==> src/rtl/regfile_wb_sched_if.sv <==
// Writeback request bus between the requesters (ALU, LSU, MDU, ...) and regfile_wb_sched.
//   req_valid  : one request bit per requester
//   req_ready  : grant back to each requester; a transfer happens when valid && ready
//   req_rd_idx : packed destinations, requester i at [5i+4:5i]
//   req_data   : packed write data, requester i at [XLEN*i +: XLEN]
// master = requester side, slave = scheduler side.
interface regfile_wb_sched_if #(
  parameter int unsigned NREQ = 3,
  parameter int unsigned XLEN = 32
);
  logic [NREQ-1:0]      req_valid;
  logic [NREQ-1:0]      req_ready;
  logic [5*NREQ-1:0]    req_rd_idx;
  logic [XLEN*NREQ-1:0] req_data;

  modport master (output req_valid, output req_rd_idx, output req_data, input req_ready);
  modport slave  (input req_valid, input req_rd_idx, input req_data, output req_ready);
endinterface

==> src/rtl/regfile_wb_sched.sv <==
// Write-port scheduler and busy scoreboard in front of the single-write-port register file.
// Round-robin arbitration among NREQ writeback requesters, one registered write per cycle,
// plus a 32-entry busy scoreboard giving decode a combinational RAW/WAW stall.
// Optional statistics counters are built when the macro RF_WB_STATS_EN is defined.
// Ports:
//   clk_sys, rst_sys (async, active-low)   clock / reset
//   i_pip_flush                            synchronous pipeline flush
//   iss_valid, iss_rd_idx                  issue of an instruction with a destination
//   hz_rs1_idx, hz_rs2_idx, hz_rd_idx      decode indices to check; hz_stall (combinational)
//   wb (regfile_wb_sched_if.slave)         writeback request/grant bus
//   rf_we, rf_rd_idx, rf_rd_data           registered regfile write port
//   busy_vec                               scoreboard view
//   stat_wb_cnt, stat_conflict_cnt         accepted writebacks / multi-request cycles
module regfile_wb_sched #(
  parameter int unsigned NREQ = 3,
  parameter int unsigned XLEN = 32
) (
  input  logic                  clk_sys,
  input  logic                  rst_sys,
  input  logic                  i_pip_flush,
  input  logic                  iss_valid,
  input  logic [4:0]            iss_rd_idx,
  input  logic [4:0]            hz_rs1_idx,
  input  logic [4:0]            hz_rs2_idx,
  input  logic [4:0]            hz_rd_idx,
  output logic                  hz_stall,
  regfile_wb_sched_if.slave     wb,
  output logic                  rf_we,
  output logic [4:0]            rf_rd_idx,
  output logic [XLEN-1:0]       rf_rd_data,
  output logic [31:0]           busy_vec,
  output logic [31:0]           stat_wb_cnt,
  output logic [31:0]           stat_conflict_cnt
);

  localparam int unsigned IDX_W = 5;
  localparam int unsigned PTR_W = (NREQ > 1) ? $clog2(NREQ) : 1;

  logic [PTR_W-1:0] rr_ptr;
  logic [PTR_W-1:0] rr_ptr_d;
  logic [31:0]      busy_q;
  logic [31:0]      busy_d;

  logic             grant_c;
  logic [PTR_W-1:0] gnt_idx_c;
  logic [NREQ-1:0]  ready_c;
  logic [IDX_W-1:0] gnt_rd_c;
  logic [XLEN-1:0]  gnt_data_c;
  int unsigned      cand_sum;
  logic [PTR_W-1:0] cand_idx;

  // Unpack the requester lanes
  logic [IDX_W-1:0] rd_lane   [NREQ];
  logic [XLEN-1:0]  data_lane [NREQ];

  for (genvar g = 0; g < NREQ; g++) begin : g_lane
    assign rd_lane[g]   = wb.req_rd_idx[g*IDX_W +: IDX_W];
    assign data_lane[g] = wb.req_data[g*XLEN +: XLEN];
  end

  // Round-robin search starting at rr_ptr; flush blocks every grant
  always_comb begin : arb
    grant_c   = 1'b0;
    gnt_idx_c = '0;
    ready_c   = '0;
    cand_sum  = 0;
    cand_idx  = '0;
    for (int unsigned k = 0; k < NREQ; k++) begin
      cand_sum = 32'(rr_ptr) + k;
      if (cand_sum >= NREQ) cand_sum = cand_sum - NREQ;
      cand_idx = PTR_W'(cand_sum);
      if (!grant_c && !i_pip_flush && wb.req_valid[cand_idx]) begin
        grant_c           = 1'b1;
        gnt_idx_c         = cand_idx;
        ready_c[cand_idx] = 1'b1;
      end
    end
    gnt_rd_c   = rd_lane[gnt_idx_c];
    gnt_data_c = data_lane[gnt_idx_c];
  end

  assign wb.req_ready = ready_c;

  // Pointer moves past the winner only when a grant happens
  always_comb begin : rr_next
    rr_ptr_d = rr_ptr;
    if (grant_c) begin
      rr_ptr_d = (gnt_idx_c == PTR_W'(NREQ - 1)) ? '0 : gnt_idx_c + PTR_W'(1);
    end
  end

  // Scoreboard: clear on acceptance, then set on issue so a newer producer wins
  always_comb begin : sb_next
    busy_d = busy_q;
    if (i_pip_flush) begin
      busy_d = '0;
    end else begin
      if (grant_c)   busy_d[gnt_rd_c]   = 1'b0;
      if (iss_valid) busy_d[iss_rd_idx] = 1'b1;
    end
    busy_d[0] = 1'b0;
  end

  always_ff @(posedge clk_sys or negedge rst_sys) begin : regs
    if (!rst_sys) begin
      rr_ptr     <= '0;
      busy_q     <= '0;
      rf_we      <= 1'b0;
      rf_rd_idx  <= '0;
      rf_rd_data <= '0;
    end else begin
      rr_ptr <= rr_ptr_d;
      busy_q <= busy_d;
      rf_we  <= grant_c && (gnt_rd_c != '0);
      if (grant_c) begin
        rf_rd_idx  <= gnt_rd_c;
        rf_rd_data <= gnt_data_c;
      end
    end
  end

  assign busy_vec = busy_q;
  assign hz_stall = busy_q[hz_rs1_idx] | busy_q[hz_rs2_idx] | busy_q[hz_rd_idx];

`ifdef RF_WB_STATS_EN
  logic [31:0] wb_cnt_q;
  logic [31:0] conflict_cnt_q;

  // Free-running wrap-around event counters
  always_ff @(posedge clk_sys or negedge rst_sys) begin : stats
    if (!rst_sys) begin
      wb_cnt_q       <= '0;
      conflict_cnt_q <= '0;
    end else begin
      if (grant_c) wb_cnt_q <= wb_cnt_q + 32'd1;
      if (!i_pip_flush && ($countones(wb.req_valid) > 1)) conflict_cnt_q <= conflict_cnt_q + 32'd1;
    end
  end

  assign stat_wb_cnt       = wb_cnt_q;
  assign stat_conflict_cnt = conflict_cnt_q;
`else
  assign stat_wb_cnt       = '0;
  assign stat_conflict_cnt = '0;
`endif

endmodule

==> src/flat_wrapper.sv <==
// flat-port wrapper written by rule: the top's interface ports become plain ports
module regfile_wb_sched_flat 
#(
  parameter int unsigned NREQ = 3,
  parameter int unsigned XLEN = 32
)
  (clk_sys, rst_sys, i_pip_flush, iss_valid, iss_rd_idx, hz_rs1_idx, hz_rs2_idx, hz_rd_idx, hz_stall, rf_we, rf_rd_idx, rf_rd_data, busy_vec, stat_wb_cnt, stat_conflict_cnt, wb_req_valid, wb_req_rd_idx, wb_req_data, wb_req_ready);
  regfile_wb_sched_if #(.NREQ(NREQ), .XLEN(XLEN)) wb_i ();
  input  logic clk_sys;
  input  logic rst_sys;
  input  logic i_pip_flush;
  input  logic iss_valid;
  input  logic [4:0] iss_rd_idx;
  input  logic [4:0] hz_rs1_idx;
  input  logic [4:0] hz_rs2_idx;
  input  logic [4:0] hz_rd_idx;
  output logic hz_stall;
  output logic rf_we;
  output logic [4:0] rf_rd_idx;
  output logic [XLEN-1:0] rf_rd_data;
  output logic [31:0] busy_vec;
  output logic [31:0] stat_wb_cnt;
  output logic [31:0] stat_conflict_cnt;
  input wire logic [$bits(wb_i.req_valid)-1:0] wb_req_valid;
  input wire logic [$bits(wb_i.req_rd_idx)-1:0] wb_req_rd_idx;
  input wire logic [$bits(wb_i.req_data)-1:0] wb_req_data;
  output wire logic [$bits(wb_i.req_ready)-1:0] wb_req_ready;
  assign wb_i.req_valid = wb_req_valid;
  assign wb_i.req_rd_idx = wb_req_rd_idx;
  assign wb_i.req_data = wb_req_data;
  assign wb_req_ready = wb_i.req_ready;
  regfile_wb_sched #(.NREQ(NREQ), .XLEN(XLEN)) u_core (.clk_sys(clk_sys), .rst_sys(rst_sys), .i_pip_flush(i_pip_flush), .iss_valid(iss_valid), .iss_rd_idx(iss_rd_idx), .hz_rs1_idx(hz_rs1_idx), .hz_rs2_idx(hz_rs2_idx), .hz_rd_idx(hz_rd_idx), .hz_stall(hz_stall), .wb(wb_i), .rf_we(rf_we), .rf_rd_idx(rf_rd_idx), .rf_rd_data(rf_rd_data), .busy_vec(busy_vec), .stat_wb_cnt(stat_wb_cnt), .stat_conflict_cnt(stat_conflict_cnt));
endmodule
==> config.mk <==
export PLATFORM = sky130hd
export DESIGN_NAME = regfile_wb_sched_flat
export DESIGN_NICKNAME = d
export VERILOG_FILES = /design/src/rtl/regfile_wb_sched_if.sv /design/src/rtl/regfile_wb_sched.sv /design/src/flat_wrapper.sv
export SDC_FILE = /design/constraint.sdc
export NUM_CORES = 1
export LEC_CHECK = 0
export CAP_MARGIN = 20
export CORE_MARGIN = 3
export CORE_UTILIZATION = 41
export DETAILED_ROUTE_END_ITERATION = 12
export GPL_TIMING_DRIVEN = 0
export PLACE_DENSITY = 0.85
export SYNTH_ARGS = -nofsm -noshare
export SYNTH_HDL_FRONTEND = slang
export SYNTH_SLANG_ARGS = --single-unit
==> constraint.sdc <==
create_clock -name clk_sys -period 3.5 [get_ports clk_sys]
set_input_delay 0.7 -clock clk_sys [delete_from_list [all_inputs] [get_ports clk_sys]]
set_output_delay 0.7 -clock clk_sys [all_outputs]
set_load 0.02 [all_outputs]
==> flow_results.xml <==
<?xml version="1.0" encoding="UTF-8"?>
<metrics>
  <group name="clock_network">
    <metric name="clock_tree.root_cell" unit="">sky130_fd_sc_hd__clkbuf_16</metric>
    <metric name="clock_tree.buffer_depth" unit="">2</metric>
    <metric name="post-cts-setup-buffer-count" unit="">0</metric>
    <metric name="htree_levels" unit="">3</metric>
    <metric name="cts_tree" unit="">built</metric>
    <metric name="worst_skew_pair_latency" unit="ns">0.33</metric>
    <metric name="clock_buffer_count_from_cts" unit="">9</metric>
    <metric name="cts_hold_buffers" unit="">0</metric>
    <metric name="cts.reportedPaths.clkPinSlew" unit="ns">0.06</metric>
    <metric name="cts.repair.resized" unit="">17</metric>
    <metric name="total_number_of_clock_tree_sinks" unit="">71</metric>
  </group>
  <group name="timing">
    <metric name="setup_violation_total_in_the_final_timing_report" unit="">0</metric>
    <metric name="finalHoldWorstSlack" unit="ns">0.384</metric>
    <metric name="finalSetupTns" unit="ns">0</metric>
    <metric name="post-route-period-util" unit="%">98.9</metric>
    <metric name="count_of_final_max_slew_check_failures" unit="">0</metric>
    <metric name="skew" unit="ns">0.00821</metric>
    <metric name="fmaxAchievable" unit="GHz">0.289</metric>
    <metric name="tightestPinTransition" unit="ns">1.18</metric>
    <metric name="max-slew-margin-rel" unit="%">20.9</metric>
    <metric name="layout_min_cycle_time" unit="ns">3.46</metric>
    <metric name="final-hold-violation-count" unit="">0</metric>
    <metric name="rsz0062_at_grt" unit="">true</metric>
  </group>
  <group name="final_layout">
    <metric name="multiInputGateArea" unit="sq um">3250</metric>
    <metric name="drive_gt1_share" unit="%">17.0</metric>
    <metric name="final_net_count" unit="">984</metric>
    <metric name="seq_area" unit="sq um">1780</metric>
    <metric name="diodes" unit="">0</metric>
    <metric name="post-route-cell-area" unit="sq um">8280</metric>
    <metric name="syn_to_final_growth" unit="%">49.7</metric>
    <metric name="fillerInstances" unit="">1064</metric>
  </group>
  <group name="synthesis">
    <metric name="synthCells" unit="">569</metric>
    <metric name="async_reset_ff_share" unit="%">100</metric>
    <metric name="simple_gate_area_share_of_the_yosys_netlist" unit="%">12.7</metric>
    <metric name="synth.ff_latch_count" unit="">71</metric>
    <metric name="synthXorXnorAreaFrac" unit="%">0</metric>
    <metric name="synthAdderAreaFrac" unit="%">0.905</metric>
    <metric name="synthDominantAreaCellType" unit="">sky130_fd_sc_hd__dfrtp_1</metric>
    <metric name="synth_top_area_share" unit="%">32.1</metric>
    <metric name="synth_enable_flop_cells" unit="">0</metric>
    <metric name="cell_types_with_the_largest_area_share_after_synthesis" unit="">sky130_fd_sc_hd__dfrtp_1 (32%), sky130_fd_sc_hd__mux4_2 (11%), sky130_fd_sc_hd__buf_4 (9.5%)</metric>
    <metric name="synth_top_family_by_area" unit="">multiplexers</metric>
    <metric name="synth_compound_gate_area_share" unit="%">20.0</metric>
    <metric name="synth.lib_cells_used.distinct" unit="">53</metric>
    <metric name="ys_warn_count" unit="">0</metric>
    <metric name="synth_ff_type" unit="">sky130_fd_sc_hd__dfrtp_1</metric>
    <metric name="synth.yosys.seq_area_share" unit="%">32.1</metric>
    <metric name="yosys-mux-area-fraction" unit="%">20.7</metric>
    <metric name="synth.cell_area" unit="sq um">5530</metric>
    <metric name="syn_area_per_cell" unit="sq um">9.71</metric>
  </group>
  <group name="power">
    <metric name="worst_ir_drop_vdd" unit="mV">0.415</metric>
    <metric name="total_leakage_power" unit="nW">3.47</metric>
    <metric name="power.total" unit="mW">4.71</metric>
    <metric name="cellPowerDensity" unit="nW/um^2">569</metric>
  </group>
  <group name="floorplan">
    <metric name="floorplan.initialDensity" unit="%">42.9</metric>
    <metric name="die_x" unit="um">122</metric>
    <metric name="rows" unit="">41</metric>
    <metric name="dieArea" unit="sq um">14900</metric>
    <metric name="floorplan.io_pins" unit="">276</metric>
    <metric name="design.core.area" unit="sq um">12900</metric>
    <metric name="die_h" unit="um">122</metric>
  </group>
  <group name="worst_setup_path">
    <metric name="startpoint_type" unit="">primary input</metric>
    <metric name="timing.critical_path.to_type" unit="">primary output</metric>
    <metric name="timing.critical_path.required" unit="ns">2.80</metric>
    <metric name="critical_path_arrival" unit="ns">2.76</metric>
    <metric name="critPathKind" unit="">primary input to primary output</metric>
    <metric name="timing.critical_path.fanout_max" unit="">7</metric>
  </group>
  <group name="global_route">
    <metric name="grt_first_pass_wirelength" unit="um">27000</metric>
    <metric name="grt.overflow.total" unit="">0</metric>
    <metric name="grt.total_usage" unit="%">22.8</metric>
    <metric name="antenna_found_initial" unit="">0</metric>
    <metric name="grt_pass1_vias" unit="">5357</metric>
    <metric name="grt_max_degree" unit="">72</metric>
  </group>
  <group name="detailed_routing">
    <metric name="finalWirelength" unit="um">17900</metric>
    <metric name="initialDrtViolationCount" unit="">367</metric>
    <metric name="final_ant_viol_nets" unit="">0</metric>
    <metric name="via_per_inst" unit="">5.32</metric>
    <metric name="drc" unit="">0</metric>
    <metric name="routed_wire_length_per_instance" unit="um">17.5</metric>
    <metric name="detailroute.via_count" unit="">5426</metric>
    <metric name="first_pass_iters" unit="">7</metric>
  </group>
  <group name="placed_design">
    <metric name="port_buffers" unit="">197</metric>
    <metric name="gp_congestion" unit="">0.859</metric>
    <metric name="dpl.hpwl" unit="um">14200</metric>
    <metric name="placedInstanceArea" unit="sq um">7980</metric>
  </group>
  <group name="run_status">
    <metric name="status" unit="">completed</metric>
  </group>
  <group name="flow_run">
    <metric name="max-cap-violations" unit="">0</metric>
  </group>
  <group name="min_path">
    <metric name="hold_path.class" unit="">primary input to async pin</metric>
  </group>
</metrics>
## final cells by class
class                   count  area share, %
clock buffers              10           2.89
flip-flops and latches     71           21.5
repair buffers            198           24.1
plain buffers             104           8.34
inverters                  17          0.771
multi-input cells         441           39.3
clock inverters             6          0.544
well taps                 172           2.60
## power breakdown
part           leakage (nW)  switching [mW]  internal [mW]  total, mW
clock                 0.131           0.354          0.501      0.855
combinational          2.42            1.46           1.17       2.63
sequential            0.915           0.149           1.07       1.22
total                  3.47            1.96           2.74       4.71
## registers in the layout, indices dropped and copies added (netlist names)
| register | flops |
|---|---|
| u_core.rf_rd_data | 32 |
| u_core.busy_vec | 31 |
| u_core.rf_rd_idx | 5 |
| u_core.rr_ptr | 2 |
| u_core.rf_we | 1 |
## through the flow
| step | std cells | worst slack [ns] | utilization (%) |
|---|---|---|---|
| floorplan | 633 | 0.175 | - |
| global placement | 1002 | -0.747 | 61.8 |
| global route | 1019 | -0.151 | 64.3 |
| finish | 1019 | 0.0376 | 64.3 |
| detailed placement | 1003 | -0.399 | 62.0 |
| CTS | 1019 | 0.0113 | 64.3 |
## cell usage after synthesis, types with 3 or more instances
| library cell | number |
|---|---|
| sky130_fd_sc_hd__or3b_2 | 3 |
| sky130_fd_sc_hd__buf_4 | 70 |
| sky130_fd_sc_hd__mux2i_1 | 52 |
| sky130_fd_sc_hd__nand3b_1 | 10 |
| sky130_fd_sc_hd__nor3b_1 | 9 |
| sky130_fd_sc_hd__inv_1 | 16 |
| sky130_fd_sc_hd__a311o_1 | 3 |
| sky130_fd_sc_hd__nand3_1 | 4 |
| sky130_fd_sc_hd__or2_1 | 10 |
| sky130_fd_sc_hd__nor4b_1 | 3 |
| sky130_fd_sc_hd__buf_2 | 9 |
| sky130_fd_sc_hd__dfrtp_1 | 71 |
| sky130_fd_sc_hd__a22oi_1 | 26 |
| sky130_fd_sc_hd__o21ai_0 | 53 |
| sky130_fd_sc_hd__clkbuf_1 | 21 |
| sky130_fd_sc_hd__a21o_1 | 11 |
| sky130_fd_sc_hd__a22o_1 | 3 |
| sky130_fd_sc_hd__o311ai_1 | 4 |
| sky130_fd_sc_hd__o311ai_0 | 3 |
| sky130_fd_sc_hd__a32o_1 | 10 |
| sky130_fd_sc_hd__nor2_1 | 20 |
| sky130_fd_sc_hd__mux4_2 | 26 |
| sky130_fd_sc_hd__ha_1 | 4 |
| sky130_fd_sc_hd__nor3_1 | 9 |
| sky130_fd_sc_hd__nand2b_1 | 5 |
| sky130_fd_sc_hd__nand2_1 | 46 |
| sky130_fd_sc_hd__and3b_1 | 3 |
| sky130_fd_sc_hd__a211oi_1 | 12 |
| sky130_fd_sc_hd__o21a_1 | 4 |
| sky130_fd_sc_hd__nor2b_1 | 3 |
| sky130_fd_sc_hd__a21oi_1 | 19 |
## logic make-up (layout without fill, tap and decap cells)
family / after synthesis / after routing
AND/OR/NAND/NOR: 133 / 133
other: 1 / 65
adder cells (fa/ha/maj): 4 / 4
multiplexers: 81 / 81
buffers and inverters: 121 / 335
flip-flops: 71 / 71
AO/OA/AOI/OAI: 158 / 158
## worst paths after layout
path	from	end	slack [ns]	cells past startpoint
max	wb_req_valid[2]	wb_req_ready[2]	0.04	8
min	rst_sys	u_core.rf_rd_data[24]$_DFFE_PN0N_	0.38	2
min reg2reg	u_core.rf_rd_data[22]$_DFFE_PN0N_	u_core.rf_rd_data[22]$_DFFE_PN0N_	0.48	1
max reg2reg	u_core.rr_ptr[0]$_DFFE_PN0N_	u_core.rf_rd_data[31]$_DFFE_PN0N_	0.10	11
min in group clk_sys	u_core.rf_rd_data[22]$_DFFE_PN0N_	u_core.rf_rd_data[22]$_DFFE_PN0N_	0.48	1
max in group asynchronous	rst_sys	u_core.busy_vec[25]$_DFF_PN0_	2.82	2
## cells in the final DEF, fill, tap and decap left out, types with 19 or more instances in the layout
| master | Yosys | layout |
|---|---|---|
| sky130_fd_sc_hd__mux4_2 | 26 | 26 |
| sky130_fd_sc_hd__o21ai_0 | 53 | 53 |
| sky130_fd_sc_hd__a21oi_1 | 19 | 19 |
| sky130_fd_sc_hd__nor2_1 | 20 | 20 |
| sky130_fd_sc_hd__clkdlybuf4s50_1 | 0 | 190 |
| sky130_fd_sc_hd__mux2i_1 | 52 | 52 |
| sky130_fd_sc_hd__nand2_1 | 46 | 46 |
| sky130_fd_sc_hd__a22oi_1 | 26 | 26 |
| sky130_fd_sc_hd__buf_4 | 70 | 71 |
| sky130_fd_sc_hd__conb_1 | 1 | 65 |
| sky130_fd_sc_hd__dfrtp_1 | 71 | 71 |
## critical path, cell delays in order
cell                              delay, ns
sky130_fd_sc_hd__clkdlybuf4s50_1       0.59
sky130_fd_sc_hd__mux2i_1               0.13
sky130_fd_sc_hd__mux2i_1               0.31
sky130_fd_sc_hd__nand2_1               0.10
sky130_fd_sc_hd__a21oi_1               0.15
sky130_fd_sc_hd__nor2_1                0.07
sky130_fd_sc_hd__nor2_1                0.09
sky130_fd_sc_hd__clkdlybuf4s50_1       0.61
## routing by layer
layer,GRT usage (%),vias up,wire length [um]
met2,41.2,287,9150
li1,-,2540,-
met5,0,-,0
met3,7.34,24,1910
met4,7.07,0,353
met1,25.6,2575,6460
No activity file was read; power rests on OpenSTA's default activity.
